===== config.mk =====
export PLATFORM = sky130hd
export DESIGN_NAME = div_arbiter
export DESIGN_NICKNAME = d
export VERILOG_FILES = /design/src/rtl/ebpf_div_pkg.sv /design/src/rtl/divider.sv /design/src/rtl/div_arbiter.sv
export SDC_FILE = /design/constraint.sdc
export NUM_CORES = 1
export LEC_CHECK = 0
export ABC_CLOCK_PERIOD_IN_PS = 4700
export BUFFER_PORTS_ARGS = -buffer_cell sky130_fd_sc_hd__buf_4
export CORE_MARGIN = 4
export CORE_UTILIZATION = 30
export CTS_CLUSTER_SIZE = 16
export DETAILED_ROUTE_END_ITERATION = 10
export PLACE_DENSITY = 0.51
export SLEW_MARGIN = 20
export SYNTH_ARGS = -nofsm -noshare
export SYNTH_HDL_FRONTEND = slang
export SYNTH_SLANG_ARGS = --single-unit
export TNS_END_PERCENT = 50

===== constraint.sdc =====
create_clock -name clk -period 4.7 [get_ports clk]
set_input_delay 0.47 -clock clk [delete_from_list [all_inputs] [get_ports clk]]
set_output_delay 0.47 -clock clk [all_outputs]
set_load 0.02 [all_outputs]

===== src/rtl/ebpf_div_pkg.sv =====
// ebpf_div_pkg: shared FSM state, ALU32 operand mask and DIV/MOD op encoding
package ebpf_div_pkg;
    typedef enum logic [1:0] {
        IDLE  = 2'd0,
        ISSUE = 2'd1,
        WAIT  = 2'd2,
        RESP  = 2'd3
    } state_t;
    localparam logic [63:0] ALU32_MASK = 64'h0000_0000_FFFF_FFFF;
    localparam logic OP_DIV = 1'b0;
    localparam logic OP_MOD = 1'b1;
endpackage


===== src/rtl/divider.sv =====
// divider: unsigned restoring divider, one quotient bit per cycle, stb/ack/err handshake
module divider #(
    parameter int data_width = 64
) (
    input  logic                  clk,
    input  logic                  reset_n,
    input  logic                  stb,
    input  logic [data_width-1:0] dividend,
    input  logic [data_width-1:0] divisor,
    output logic                  ack,
    output logic                  err,
    output logic [data_width-1:0] quotient,
    output logic [data_width-1:0] remainder
);
    localparam int CW = $clog2(data_width + 1);
    logic                  active;
    logic [CW-1:0]         cnt;
    logic [data_width-1:0] quo, rem, den;
    logic [data_width:0]   r_sh, diff;
    logic                  fits;
    // one restoring step: shift the next dividend bit into the partial remainder
    always_comb begin
        r_sh = {rem, quo[data_width-1]};
        diff = r_sh - {1'b0, den};
        fits = r_sh >= {1'b0, den};
    end
    // load on stb, iterate data_width steps, pulse ack with the final step
    always_ff @(posedge clk) begin
        if (!reset_n) begin
            active <= 1'b0;
            cnt    <= '0;
            quo    <= '0;
            rem    <= '0;
            den    <= '0;
            ack    <= 1'b0;
            err    <= 1'b0;
        end else begin
            ack <= 1'b0;
            err <= 1'b0;
            if (stb) begin
                active <= divisor != '0;
                ack    <= divisor == '0;
                err    <= divisor == '0;
                cnt    <= CW'(data_width);
                quo    <= dividend;
                rem    <= '0;
                den    <= divisor;
            end else if (active) begin
                quo <= {quo[data_width-2:0], fits};
                rem <= fits ? diff[data_width-1:0] : r_sh[data_width-1:0];
                cnt <= cnt - CW'(1);
                if (cnt == CW'(1)) begin
                    active <= 1'b0;
                    ack    <= 1'b1;
                end
            end
        end
    end
    assign quotient  = quo;
    assign remainder = rem;
endmodule


===== src/rtl/div_arbiter.sv =====
// div_arbiter: round-robin sharing of one divider among eBPF lanes with ALU32 prep and div-by-zero bypass
module div_arbiter
    import ebpf_div_pkg::*;
#(
    parameter int DATA_WIDTH = 64,
    parameter int NUM_REQ    = 4,
    parameter int IDX_W      = $clog2(NUM_REQ)
) (
    input  logic                          clk,
    input  logic                          reset_n,
    input  logic [NUM_REQ-1:0]            req_valid,
    input  logic [NUM_REQ-1:0]            req_op_mod,
    input  logic [NUM_REQ-1:0]            req_alu32,
    input  logic [NUM_REQ*DATA_WIDTH-1:0] req_dividend,
    input  logic [NUM_REQ*DATA_WIDTH-1:0] req_divisor,
    output logic [NUM_REQ-1:0]            req_ready,
    output logic [NUM_REQ-1:0]            resp_valid,
    output logic [DATA_WIDTH-1:0]         resp_data,
    output logic                          busy
);
    localparam logic [DATA_WIDTH-1:0] MASK32 = DATA_WIDTH'(ALU32_MASK);
    localparam logic [NUM_REQ-1:0]    ONE    = NUM_REQ'(1);

    state_t                state;
    logic [IDX_W-1:0]      ptr, lane, g;
    logic                  op_mod, alu32, gnt;
    logic [DATA_WIDTH-1:0] dvd, dvs, result, in_dvd, in_dvs, div_res;
    logic [DATA_WIDTH-1:0] quo, rem;
    logic [IDX_W:0]        pick;
    logic                  div_stb, div_ack, div_err;

    // first valid lane after p (modulo wrap); top bit flags that a lane was found
    function automatic logic [IDX_W:0] rr_pick(input logic [NUM_REQ-1:0] v, input logic [IDX_W-1:0] p);
        int idx;
        rr_pick = '0;
        for (int k = NUM_REQ; k >= 1; k--) begin
            idx = (int'(p) + k) % NUM_REQ;
            if (v[idx]) rr_pick = {1'b1, IDX_W'(idx)};
        end
    endfunction

    // grant selection, operand masking and result selection
    always_comb begin
        pick    = rr_pick(req_valid, ptr);
        gnt     = pick[IDX_W];
        g       = pick[IDX_W-1:0];
        in_dvd  = req_dividend[g*DATA_WIDTH +: DATA_WIDTH] & (req_alu32[g] ? MASK32 : '1);
        in_dvs  = req_divisor[g*DATA_WIDTH +: DATA_WIDTH] & (req_alu32[g] ? MASK32 : '1);
        div_res = (op_mod == OP_MOD ? rem : quo) & (alu32 ? MASK32 : '1);
    end

    assign req_ready  = (state == IDLE && gnt) ? ONE << g : '0;
    assign resp_valid = (state == RESP) ? ONE << lane : '0;
    assign resp_data  = (state == RESP) ? result : '0;
    assign busy       = state != IDLE;
    assign div_stb    = state == ISSUE;

    // zero divisors resolve in IDLE (DIV -> 0, MOD -> dividend) and skip the divider entirely
    always_ff @(posedge clk) begin
        if (!reset_n) begin
            state  <= IDLE;
            ptr    <= IDX_W'(NUM_REQ - 1);
            lane   <= '0;
            op_mod <= OP_DIV;
            alu32  <= 1'b0;
            dvd    <= '0;
            dvs    <= '0;
            result <= '0;
        end else begin
            case (state)
                IDLE: if (gnt) begin
                    lane   <= g;
                    ptr    <= g;
                    op_mod <= req_op_mod[g];
                    alu32  <= req_alu32[g];
                    dvd    <= in_dvd;
                    dvs    <= in_dvs;
                    result <= req_op_mod[g] == OP_MOD ? in_dvd : '0;
                    state  <= in_dvs == '0 ? RESP : ISSUE;
                end
                ISSUE: state <= WAIT;
                WAIT: if (div_ack | div_err) begin
                    result <= div_res;
                    state  <= RESP;
                end
                default: state <= IDLE;
            endcase
        end
    end

    divider #(.data_width(DATA_WIDTH)) u_div (
        .clk       (clk),
        .reset_n   (reset_n),
        .stb       (div_stb),
        .dividend  (dvd),
        .divisor   (dvs),
        .ack       (div_ack),
        .err       (div_err),
        .quotient  (quo),
        .remainder (rem)
    );
endmodule


==> results.py <==
metrics = {
    "status": {
        "outcome": "complete, no violations",
    },
    "worst_setup_path": {
        "worstSetupPathType": "flop to flop",
        "crit_arrival_ps": 4260,
        "required_ps": 5210,
        "timing.rr.end": "u_div.remainder[7]",
        "crit_path_end_kind": "flop",
        "timing.rr.start": "u_div.remainder[15]",
        "cp_max_fo": 26,
        "regToRegSetupSlack_ps": 950,
        "setup.worst_path.start_class": "flop",
        "r2r_cells": 12,
    },
    "routing": {
        "detail_route.wl_per_cell_um": 22.6,
        "drc": 0,
        "wirelength_um": 115000,
        "drtIter0Drc": 1921,
        "final_antenna_net_count": 0,
        "firstDrtPassIters": 6,
        "viasPerCell": 5.26,
        "num_vias": 26700,
    },
    "timing": {
        "fmax_ghz": 0.266,
        "setup_slack_ps": 946,
        "slew_headroom": 0.203,
        "fin_worst_skew_ps": 23.2,
        "rsz0062_at_grt": "false",
        "setup_viol": 0,
        "finalSetupTns_ps": 0,
        "finalCritPeriodShare": 0.799,
        "tightest_slew_ps": 1190,
        "fin_crit_ps": 3750,
        "drv_slew": 0,
        "finalHoldViolations": 0,
    },
    "cells_and_area": {
        "drive_gt1_frac": 0.195,
        "multi_input_area_mm2": 0.0158,
        "n_fill_cell": 8930,
        "final_cells": 5075,
        "final_common_cell": "nand2_1",
        "area_growth_pct": 27.2,
        "nNetsFinal": 4565,
        "regArea_mm2": 0.00806,
        "layout_common_cells": "nand2_1 (722), buf_4 (636), nor2_1 (453), dfxtp_1 (400), a21oi_1 (397)",
    },
    "clocking": {
        "numCtsBuffers": 46,
        "cts.sinks": 402,
        "cts_setup_buffers": 0,
        "ctsHoldBuffers": 0,
        "clk_pin_slew_ps": 60,
        "cts-htree-levels": 2,
        "cts_buffer_depth": 3,
        "insertion_delay_ps": 590,
        "root_buffer": "clkbuf_16",
        "cts_tree": "built",
        "cts_resized": 0,
    },
    "placed_design": {
        "dp_hpwl_um": 88300,
        "portBuffers": 598,
        "dpl_worst_slack_ps": 983,
        "place_inst": 4990,
        "place_congestion": 0.923,
    },
    "floorplanning": {
        "die_x_um": 298,
        "dieArea_mm2": 0.0885,
        "coreArea_mm2": 0.0826,
        "start_util": 0.304,
        "die_h_um": 298,
        "num_rows": 105,
        "pin_count": 599,
    },
    "synthesis": {
        "syn-mean-instance-area_um2": 7.06,
        "synth-edff-count": 0,
        "async_flop_share": 0,
        "synth_xor_area_frac": 0.0216,
        "syn_nets": 4157,
        "syn-cell-area_mm2": 0.0251,
        "yosysSeqAreaShare": 0.320,
        "synth_ff_type": "dfxtp_1",
        "yosys.area_share.simple": 0.264,
        "synth-compound-area-share": 0.205,
        "syn_inst": 3560,
        "synth_warnings": 0,
        "muxShareOfSynthArea": 0.0964,
        "synth_cell_type_count": 67,
        "synthAdderAreaFrac": 0.0356,
        "synth_top_family_by_area": "simple AND/OR/NAND/NOR gates",
        "yosys_register_bits": 402,
    },
    "hold_path": {
        "hp-class": "input pin to flop",
        "whs_path_depth": 2,
        "whs_endpoint": "ptr[0]",
        "hp-start": "reset_n",
    },
    "power_and_ir_drop": {
        "leakagePower_nw": 13.9,
        "power.total_mw": 29.7,
        "powerDensity_mw_per_mm2": 927,
        "vdd_drop_max_uv": 1060,
    },
    "grt": {
        "track_usage": 0.245,
        "grt_pass1_vias": 25900,
        "grt_max_degree": 193,
        "grt_pass1_wl_um": 168000,
        "grt_antenna_before_repair": 2,
        "overflow": 0,
    },
    "run": {
        "maxCapViolations": 0,
    },
}
## state kept, by name, indices dropped and copies added, names as in the netlist, 7 cells and up
signal           flops
dvd                 64
dvs                 64
result              64
u_div.cnt            7
u_div.den           64
u_div.quotient      64
u_div.remainder     64
## worst max-delay path: stages (launching register included)
cell and delay, ps:
dfxtp_1 340, ha_1 430, nand4_1 250, or4_4 580
or3_1 380, o211ai_2 150, o21ai_0 110, o21ba_4 590
buf_4 370, nor2_1 70, a211oi_1 210, a21oi_1 60
nor2_1 100
## through the flow
stage	instance area [um^2]	hold WS, ps	util
4_1_cts	32000	217	0.387
6_report	32000	232	0.387
3_5_place_dp	30400	448	0.368
3_3_place_gp	30400	446	0.368
5_1_grt	32000	229	0.387
2_1_floorplan	25100	436	-
## cells by family after synthesis
group | after synthesis
buffers and inverters | 371
xor gates and xnor gates | 62
and+or+nand+nor | 1545
AOI/OAI and AO/OA | 871
DFF | 402
muxes | 238
adders and majority gates | 71
## worst max path at each step
stage / from / end / depth (start not counted)
final: u_div.remainder[15] / u_div.remainder[7] / 12
after floorplan: u_div.den[25] / u_div.remainder[62] / 15
after CTS: u_div.den[16] / u_div.remainder[7] / 13
after global routing: u_div.den[18] / u_div.remainder[7] / 13
after global placement: u_div.den[16] / u_div.remainder[7] / 13
after detailed placement: u_div.den[16] / u_div.remainder[7] / 13
## cells in the mapped netlist (all sizes together), types with 5 or more instances
| cell | count | share of area |
|---|---|---|
| nor2b | 8 | 0.0020 |
| a211oi | 28 | 0.0084 |
| nand3 | 50 | 0.010 |
| a31o | 5 | 0.0017 |
| o211ai | 10 | 0.0032 |
| a31oi | 96 | 0.024 |
| a221oi | 34 | 0.012 |
| buf | 57 | 0.010 |
| o21a | 9 | 0.0027 |
| nor4 | 32 | 0.0080 |
| mux2i | 204 | 0.081 |
| nand2 | 722 | 0.11 |
| o221ai | 33 | 0.011 |
| a21oi | 397 | 0.079 |
| a21o | 39 | 0.012 |
| inv | 86 | 0.013 |
| ha | 70 | 0.035 |
| nor2 | 454 | 0.068 |
| xnor2 | 29 | 0.010 |
| nand4 | 34 | 0.0087 |
| clkbuf | 228 | 0.034 |
| nand2b | 15 | 0.0037 |
| dfxtp | 402 | 0.32 |
| o21ai | 161 | 0.032 |
| o21bai | 12 | 0.0036 |
| a22oi | 15 | 0.0045 |
| and2 | 68 | 0.017 |
| and3 | 93 | 0.023 |
| mux2 | 34 | 0.015 |
| nor3 | 49 | 0.0098 |
| xor2 | 33 | 0.011 |
## metal layers
layer	track usage	wire length (um)	up-vias
met2	0.414	54400	716
met1	0.336	52500	12700
li1	-	-	13100
met3	0.0307	5540	84
met4	0.0475	2120	0
met5	0	0	-
## where the power goes
group	switching, mW	internal [mW]
clock	1.49	2.23
sequential	1.08	4.41
combinational	12.6	7.86
## area by class of cell
cell class	count	area share
multi-input cells	2787	0.492
flip-flops and latches	402	0.252
repair buffers	645	0.155
clock buffers	67	0.0426
well taps	1070	0.0419
inverters	86	0.0103
clock inverters	16	0.00606
diodes	2	0.000156
(Power assumes the default switching activity.)
